`src/rtl/satatrn_txmux.sv`:
```
// satatrn_txmux: packet-atomic multiplexer of NCHAN FIS word streams onto one
// output stream. Stream DATA_CHAN carries data FISes: it is granted only while
// the synchronised txgate is high, and each of its packets is preceded by a
// generated 8'h46 header word.
// Ports:
//   i_phy_clk, i_phy_reset_n   clock, async active-low reset
//   i_txgate                   async permission to start a data FIS
//   i_valid/o_ready/i_data/i_last   per-stream inputs (stream k at [k*DW +: DW])
//   o_valid/i_ready/o_data/o_last/o_chan   registered output stream
//   o_busy                     packet in progress, incl. unaccepted final word
module satatrn_txmux #(
  parameter int unsigned NCHAN        = 2,
  parameter int unsigned DW           = 32,
  parameter int unsigned DATA_CHAN    = NCHAN - 1,
  parameter bit          OPT_RR       = 1'b1,
  parameter bit          OPT_LOWPOWER = 1'b0
) (
  input  logic                     i_phy_clk,
  input  logic                     i_phy_reset_n,
  input  logic                     i_txgate,
  input  logic [NCHAN-1:0]         i_valid,
  output logic [NCHAN-1:0]         o_ready,
  input  logic [NCHAN*DW-1:0]      i_data,
  input  logic [NCHAN-1:0]         i_last,
  output logic                     o_valid,
  input  logic                     i_ready,
  output logic [DW-1:0]            o_data,
  output logic                     o_last,
  output logic [$clog2(NCHAN)-1:0] o_chan,
  output logic                     o_busy
);

  localparam int unsigned   CW       = $clog2(NCHAN);
  localparam logic [CW-1:0] DCH      = CW'(DATA_CHAN);
  localparam logic [CW-1:0] G_RESET  = CW'(NCHAN - 1);
  localparam logic [DW-1:0] HDR_WORD = {8'h46, {(DW-8){1'b0}}};

  typedef enum logic [1:0] {S_IDLE, S_HDR, S_PKT} state_e;

  state_e          state_q, state_d;
  logic [CW-1:0]   g_q, g_d;
  logic            valid_q, valid_d;
  logic [DW-1:0]   data_q, data_d;
  logic            last_q, last_d;
  logic [CW-1:0]   chan_q, chan_d;
  logic            busy_q, busy_d;
  logic [1:0]      sync_q, sync_d;

  logic            txgate_s;
  logic            adv;
  logic [NCHAN-1:0] elig;
  logic [NCHAN-1:0] gate_mask;
  logic [NCHAN-1:0] ready_c;
  logic [CW-1:0]   pick;
  logic            found;
  int unsigned     idx;
  logic [DW-1:0]   data_a [NCHAN];

  // Unpack the flat input data bus into per-stream words
  for (genvar k = 0; k < NCHAN; k++) begin : g_unpack
    assign data_a[k] = i_data[k*DW +: DW];
  end

  // Two-flop synchroniser for the asynchronous txgate
  assign sync_d   = {sync_q[0], i_txgate};
  assign txgate_s = sync_q[1];

  assign adv       = !valid_q || i_ready;
  assign gate_mask = NCHAN'(!txgate_s) << DATA_CHAN;
  assign elig      = i_valid & ~gate_mask;

  // Grant selection: first eligible after the last grant, or lowest index
  always_comb begin
    pick  = '0;
    found = 1'b0;
    idx   = 0;
    if (OPT_RR) begin
      for (int unsigned off = 1; off <= NCHAN; off++) begin
        idx = 32'(g_q) + off;
        if (idx >= NCHAN) idx = idx - NCHAN;
        if (!found && elig[CW'(idx)]) begin
          found = 1'b1;
          pick  = CW'(idx);
        end
      end
    end else begin
      // Descending scan so the lowest eligible index is assigned last
      for (int unsigned k = NCHAN; k > 0; k--) begin
        if (elig[CW'(k - 1)]) pick = CW'(k - 1);
      end
    end
  end

  // Arbiter next-state and output register inputs
  always_comb begin
    state_d = state_q;
    g_d     = g_q;
    valid_d = valid_q;
    data_d  = data_q;
    last_d  = last_q;
    chan_d  = chan_q;
    ready_c = '0;
    busy_d  = busy_q;

    case (state_q)
      S_IDLE: begin
        if (adv) begin
          if (|elig) begin
            g_d     = pick;
            valid_d = 1'b1;
            chan_d  = pick;
            if (pick == DCH) begin
              // Header is generated locally; the stream's first word waits
              data_d  = HDR_WORD;
              last_d  = 1'b0;
              state_d = S_HDR;
            end else begin
              ready_c[pick] = 1'b1;
              data_d        = data_a[pick];
              last_d        = i_last[pick];
              state_d       = i_last[pick] ? S_IDLE : S_PKT;
            end
          end else begin
            valid_d = 1'b0;
          end
        end
      end
      S_HDR, S_PKT: begin
        if (adv) begin
          ready_c[g_q] = 1'b1;
          if (i_valid[g_q]) begin
            valid_d = 1'b1;
            data_d  = data_a[g_q];
            last_d  = i_last[g_q];
            chan_d  = g_q;
            state_d = i_last[g_q] ? S_IDLE : S_PKT;
          end else begin
            // Source underrun: bubble the output but keep the packet open
            valid_d = 1'b0;
          end
        end
      end
      default: state_d = S_IDLE;
    endcase

    if (OPT_LOWPOWER && !valid_d) begin
      data_d = '0;
      last_d = 1'b0;
      chan_d = '0;
    end

    busy_d = (state_d != S_IDLE) || valid_d;
  end

  // o_ready is combinational from state; force it low while reset is held
  assign o_ready = ready_c & {NCHAN{i_phy_reset_n}};

  // State and output registers
  always_ff @(posedge i_phy_clk or negedge i_phy_reset_n) begin
    if (!i_phy_reset_n) begin
      state_q <= S_IDLE;
      g_q     <= G_RESET;
      valid_q <= 1'b0;
      data_q  <= '0;
      last_q  <= 1'b0;
      chan_q  <= '0;
      busy_q  <= 1'b0;
      sync_q  <= '0;
    end else begin
      state_q <= state_d;
      g_q     <= g_d;
      valid_q <= valid_d;
      data_q  <= data_d;
      last_q  <= last_d;
      chan_q  <= chan_d;
      busy_q  <= busy_d;
      sync_q  <= sync_d;
    end
  end

  assign o_valid = valid_q;
  assign o_data  = data_q;
  assign o_last  = last_q;
  assign o_chan  = chan_q;
  assign o_busy  = busy_q;

endmodule

```
`config.mk`:
```
export PLATFORM = sky130hd
export DESIGN_NAME = satatrn_txmux
export DESIGN_NICKNAME = d
export VERILOG_FILES = /design/src/rtl/satatrn_txmux.sv
export SDC_FILE = /design/constraint.sdc
export NUM_CORES = 1
export LEC_CHECK = 0
export CORE_AREA = 2 2 75 77
export DETAILED_ROUTE_END_ITERATION = 6
export DIE_AREA = 0 0 77 79
export HOLD_SLACK_MARGIN = 0.15
export PLACE_DENSITY = 0.8
export SYNTH_ARGS = -nofsm -noshare
export SYNTH_HDL_FRONTEND = slang
export SYNTH_SLANG_ARGS = --single-unit
```
`constraint.sdc`:
```
create_clock -name i_phy_clk -period 2.2 [get_ports i_phy_clk]
set_input_delay 0.66 -clock i_phy_clk [delete_from_list [all_inputs] [get_ports i_phy_clk]]
set_output_delay 0.66 -clock i_phy_clk [all_outputs]
set_load 0.05 [all_outputs]
```
## Yosys cells after proc, flatten, opt, wreduce, memory -nomap -nowiden

Cells that the tools add are included.

- Add/subtract/negate cells: 4
- Multiply operators: 0
- Div/mod/pow operators: 0
- Order comparisons: 10
- Equal/unequal tests: 6
- Shift operators: 0
- Multiplexer cells: 60
- Bitwise operators: 5
- Reductions and logical operators: 15

Operators with widths:

| operator | count |
|---|---|
| 2-to-1 mux 32 bit | 11 |
| one-hot mux 32 bit (2 select lines) | 1 |
| 2-to-1 mux 1 bit | 30 |
| 2-to-1 mux 2 bit | 11 |
| less-than comparator 1 x 2 -> 1 bit, second input constant | 4 |
| inequality test 2 bit, second input constant | 4 |
| one-hot mux 2 bit (2 select lines) | 2 |
| greater-or-equal comparator 2 bit, second input constant | 3 |
| one-hot mux 1 bit (2 select lines) | 3 |
| AND reduction 5 bit | 1 |
| AND 2 bit | 2 |
| NOT 1 -> 2 bit | 2 |
| nonzero test 2 bit | 2 |
| OR reduction 2 bit | 2 |
| adder 1 x 2 -> 3 bit, second input constant | 1 |
| greater-or-equal comparator 3 x 2 -> 1 bit, second input constant | 1 |
| logical AND 1 bit | 3 |
| logical NOT 1 bit | 3 |
| AND reduction 3 bit | 1 |
| adder 1 x 1 -> 2 bit, second input constant | 1 |
| demux 1 bit (select 1 bit) | 2 |
| equality test 2 x 1 -> 1 bit, second input constant | 1 |
| equality test 2 bit, second input constant | 1 |
| greater-or-equal comparator 1 bit, second input constant | 2 |
| 4 further kinds | 6 |

- Flip-flop bits (word level): 41
- Latch bits: 0
- Bits in writable memories: 0
- Bits in read-only memories: 0
- Bits of input ports: 72
- Word-level logic and storage cells: 108
- Memories: 0

## Logic depth before layout (Yosys ltp)

- Word-level depth: 18
- Depth in mapped cells: 9

## Worst setup path after synthesis

OpenSTA, ideal clock, no wires.

- Path kind: reg2out
- From: register valid_q, in the netlist o_valid
- To: output port o_ready[1]
- Arrival: 2.026 ns
- Data required time: 1.540 ns
- Path slack: -0.486 ns
- Stages on the path, launching flop included: 4
- Path through: dfrtp_1 > nor2b_1 > buf_2 > nor3_1

- Longest elaborated chain between the ends: 5

Ends and longest elaborated chain:

| element | line | text |
|---|---|---|
| start: declaration | 42 | `logic valid_q, valid_d;` |
| start signal: assignment | 172 | `valid_q <= valid_d;` |
| logical NOT 1 bit * | 68 | `assign adv = !valid_q \|\| i_ready;` |
| logical OR 1 bit * | 68 |  |
| 2-to-1 mux 2 bit (on tied branches) | 129, 107 |  |
| one-hot mux 2 bit (2 select lines) * | 105 | `case (state_q)` |
| AND 2 bit * | 156 | `assign o_ready = ready_c & {NCHAN{i_phy_reset_n}};` |
| end: declaration | 22 | `output logic [NCHAN-1:0] o_ready,` |

Every way passes the cells marked *; elsewhere a longest branch is shown, timed or not.

## Worst setup path in the final report

- From: input port i_valid[0]
- To: output port o_ready[0]

- Longest elaborated chain between the ends: 16

Ends and longest elaborated chain:

| element | line | text |
|---|---|---|
| start: declaration | 21 | `input logic [NCHAN-1:0] i_valid,` |
| AND 2 bit * | 70 | `assign elig = i_valid & ~gate_mask;` |
| 2-to-1 mux 1 bit (implied by the code) (2 in a row) | 81 | `if (!found && elig[CW'(idx)]) begin` |
| 2-to-1 mux 1 bit | 81 |  |
| logical NOT 1 bit | 81 |  |
| logical AND 1 bit | 81 |  |
| 2-to-1 mux 1 bit | 81 |  |
| less-than comparator 1 x 2 -> 1 bit (implied by the code) or greater-or-equal comparator 1 bit (tied branches) | 118 | `ready_c[pick] = 1'b1;` |
| logical AND 1 bit (implied by the code) | 118 |  |
| 2-to-1 mux 1 bit (implied by the code) | 118 |  |
| demux 1 bit (select 1 bit) | 118 |  |
| 2-to-1 mux 2 bit | 112 | `if (pick == DCH) begin` |
| 2-to-1 mux 2 bit * | 108 | `if (\|elig) begin` |
| 2-to-1 mux 2 bit * | 107 | `if (adv) begin` |
| one-hot mux 2 bit (2 select lines) * | 105 |  |
| AND 2 bit * | 156 |  |

Every way passes the cells marked *; elsewhere a longest branch is shown, timed or not. The select of a mux whose other input is x is not followed.

==> metrics.txt <==
outcome complete, but fails checks; failing checks setup timing; crit path cell chain clkdlybuf4s15_1 > buf_4 > nand2_2 > nand3_2 > a21oi_4 > nor2_4 > buf_8; # Max-Cap Violations 0; hold slack 0.352 ns; Synth cell types 28; HP Class reg2reg; dpl hpwl 4110 um; Routed Antenna Nets 0; IO buf count 109; all-layer global routing usage 0.190; Required @ worst endpoint 1.54 ns; CTS H-tree depth 2; DIE AREA 6080 um2; Final GP Congestion 0.934; final clock skew 0.00266 ns; global-route wire length before repair 9090 um; layout cells sized above 1 0.174; vias per inst 4.95; vias in the first global route 1981; IO Pins 110; CP max FO 2; Worst Tran Pin Value 0.526 ns; Layout Cells excl Fill 394; CP Buf/Inv Count 3; Clock Latency Late Sink 0.29 ns; chip height 79 um; root buffer cell clkbuf_8; Sink Count 41; starting density of the core 0.360; Total Power 5.47 mW; initial antenna violation count 0; PwrDens 1590 nW/um2; crit share post-route 1.01; total wire length 5510 um; unrepaired setup endpoints after global routing yes; row cnt 27; clk buf depth 2; Mapped Nets 274; Worst Setup Start Kind input pin; # placed instances 385; First-pass DRT Iterations 5; number of setup violations in the final report 1; arrival time of the worst setup path 1.56 ns; final hold violations 0; Final min period 2.22 ns; Avg WL per Cell 14.0 um; total grt overflow 0; final worst setup slack -0.0242 ns; Yosys warnings 0; Worst-path clk slew 0.07 ns; CTS tree yes; Rel. slew slack 0.648; flops & latches, synth 41; synthesized area 1920 um2; residual DRC count 0; post-synthesis sequential area ratio 0.535; drt first-iter violations 92; top cell family by delay on the critical path buffers and inverters; die width 77 um; synthesized instance count 200; Pleak 1.47 nW; syn avg cell area 9.61 um2; slowest cell on the critical path clkdlybuf4s15_1; critical path class in2out; detailed-route via count 1950; CP peak stage delay 0.21 ns; area delta synth->final 79.0%; peak supply drop 0.000660 V; final net count 395; Worst setup EP type output pin; max-slew violation count 0; Core Box Area 5340 um2; TritonCTS buffer count 5; Max Freq 0.450 GHz; # diodes 0; largest net degree at the start of global routing 43
where the power goes:
group,switching (mW),total [mW],internal [mW]
sequential,0.193,1.30,1.11
clock,0.246,0.615,0.370
combinational,2.22,3.56,1.34
final timing paths:
kind | endpoint | slack (ns) | cells after the start | startpoint
max in group asynchronous | o_valid | 1.34 | 2 | i_phy_reset_n
worst min-delay path | sync_q[1] | 0.35 | 0 | sync_q[0]
min in group asynchronous | o_data[25] | 0.48 | 2 | i_phy_reset_n
worst max-delay path | o_ready[0] | -0.02 | 7 | i_valid[0]
worst min register to register | sync_q[1] | 0.35 | 0 | sync_q[0]
worst max register to register | o_busy | 0.15 | 5 | g_q
cells by family (layout without fill, tap and decap cells):
group,after synthesis,count (layout),share of synthesized area
compound gates,76,76,0.247
buf+inv,19,141,0.0462
fa+ha+maj,2,2,0.0130
simple gates,58,58,0.135
flops,41,41,0.535
mux,4,4,0.0234
cell type report:
| cell class | count | area [um2] |
|---|---|---|
| tap | 72 | 90.1 |
| sequential | 41 | 1030 |
| multi-input combinational | 140 | 926 |
| timing repair buffer | 128 | 1260 |
| clock buffer | 7 | 86.3 |
| fill | 472 | 1900 |
| inverter | 5 | 21.3 |
| clock inverter | 1 | 30.0 |
per-layer routing:
| metal | vias up | track usage | part of all wire |
|---|---|---|---|
| met5 | - | 0 | 0 |
| met4 | 0 | 0.0554 | 0.015 |
| met3 | 8 | 0.0648 | 0.088 |
| met2 | 86 | 0.354 | 0.51 |
| met1 | 895 | 0.204 | 0.39 |
| li1 | 961 | - | - |
layout by cell type, fill, tap and decap left out, drive strengths merged, types with 6 or more instances in the layout:
cell | synthesis | final
buf | 6 | 26
a22oi | 29 | 29
dfrtp | 40 | 40
clkdlybuf4s50 | 0 | 99
nor2 | 6 | 6
nand2 | 37 | 37
clkbuf | 8 | 7
o22ai | 6 | 6
o21ai | 34 | 34
per-stage QoR:
stage	TNS, ns	utilization	setup slack (ns)	cell area, um2
final	-0.0242	0.644	-0.0242	3440
after detailed placement	-9.52	0.604	-0.415	3220
after global placement	-7.61	0.604	-0.366	3220
after global routing	-0.130	0.644	-0.0981	3440
after floorplan	0	-	0.00418	1940
after CTS	-0.00714	0.638	-0.00714	3400
synthesized netlist by cell type (all sizes together):
master / count / area [um2]
a21oi: 2 / 10.0
a22oi: 29 / 218
a31oi: 1 / 6.26
and3: 1 / 6.26
buf: 6 / 40.0
clkbuf: 8 / 30.0
dfrtp: 40 / 1000
dfstp: 1 / 26.3
ha: 2 / 25.0
inv: 5 / 18.8
mux2: 1 / 15.0
mux2i: 3 / 30.0
nand2: 37 / 139
nand2b: 5 / 31.3
nand3: 1 / 5.00
nor2: 6 / 22.5
nor2b: 3 / 26.3
nor3: 4 / 20.0
o21a: 1 / 7.51
o21ai: 34 / 170
o221ai: 1 / 8.76
o22ai: 6 / 37.5
o31a: 1 / 8.76
o32ai: 1 / 8.76
or4b: 1 / 10.0
state kept, by name (all words and copies together), names as in the netlist:
signal   count
o_chan       1
o_valid      1
g_q          1
o_busy       1
sync_q       2
state_q      2
o_data      32
o_last       1
worst reg2reg max path, delay by kind of cell, from the launching register on:
family          cells  cell delay (ns)
flops               1             0.64
simple gates        2             0.66
compound gates      1             0.12
mux                 2             0.50
repair_timing:
action | in CTS | in global routing
buffers inserted | 1 | 0
resized for setup | 21 | 8
hold endpoints to repair | 0 | 0
hold buffers | 0 | 0
setup endpoints to repair | 3 | 2
pin swaps | 6 | 4
Note: power is estimated with default switching activity, not from simulation.
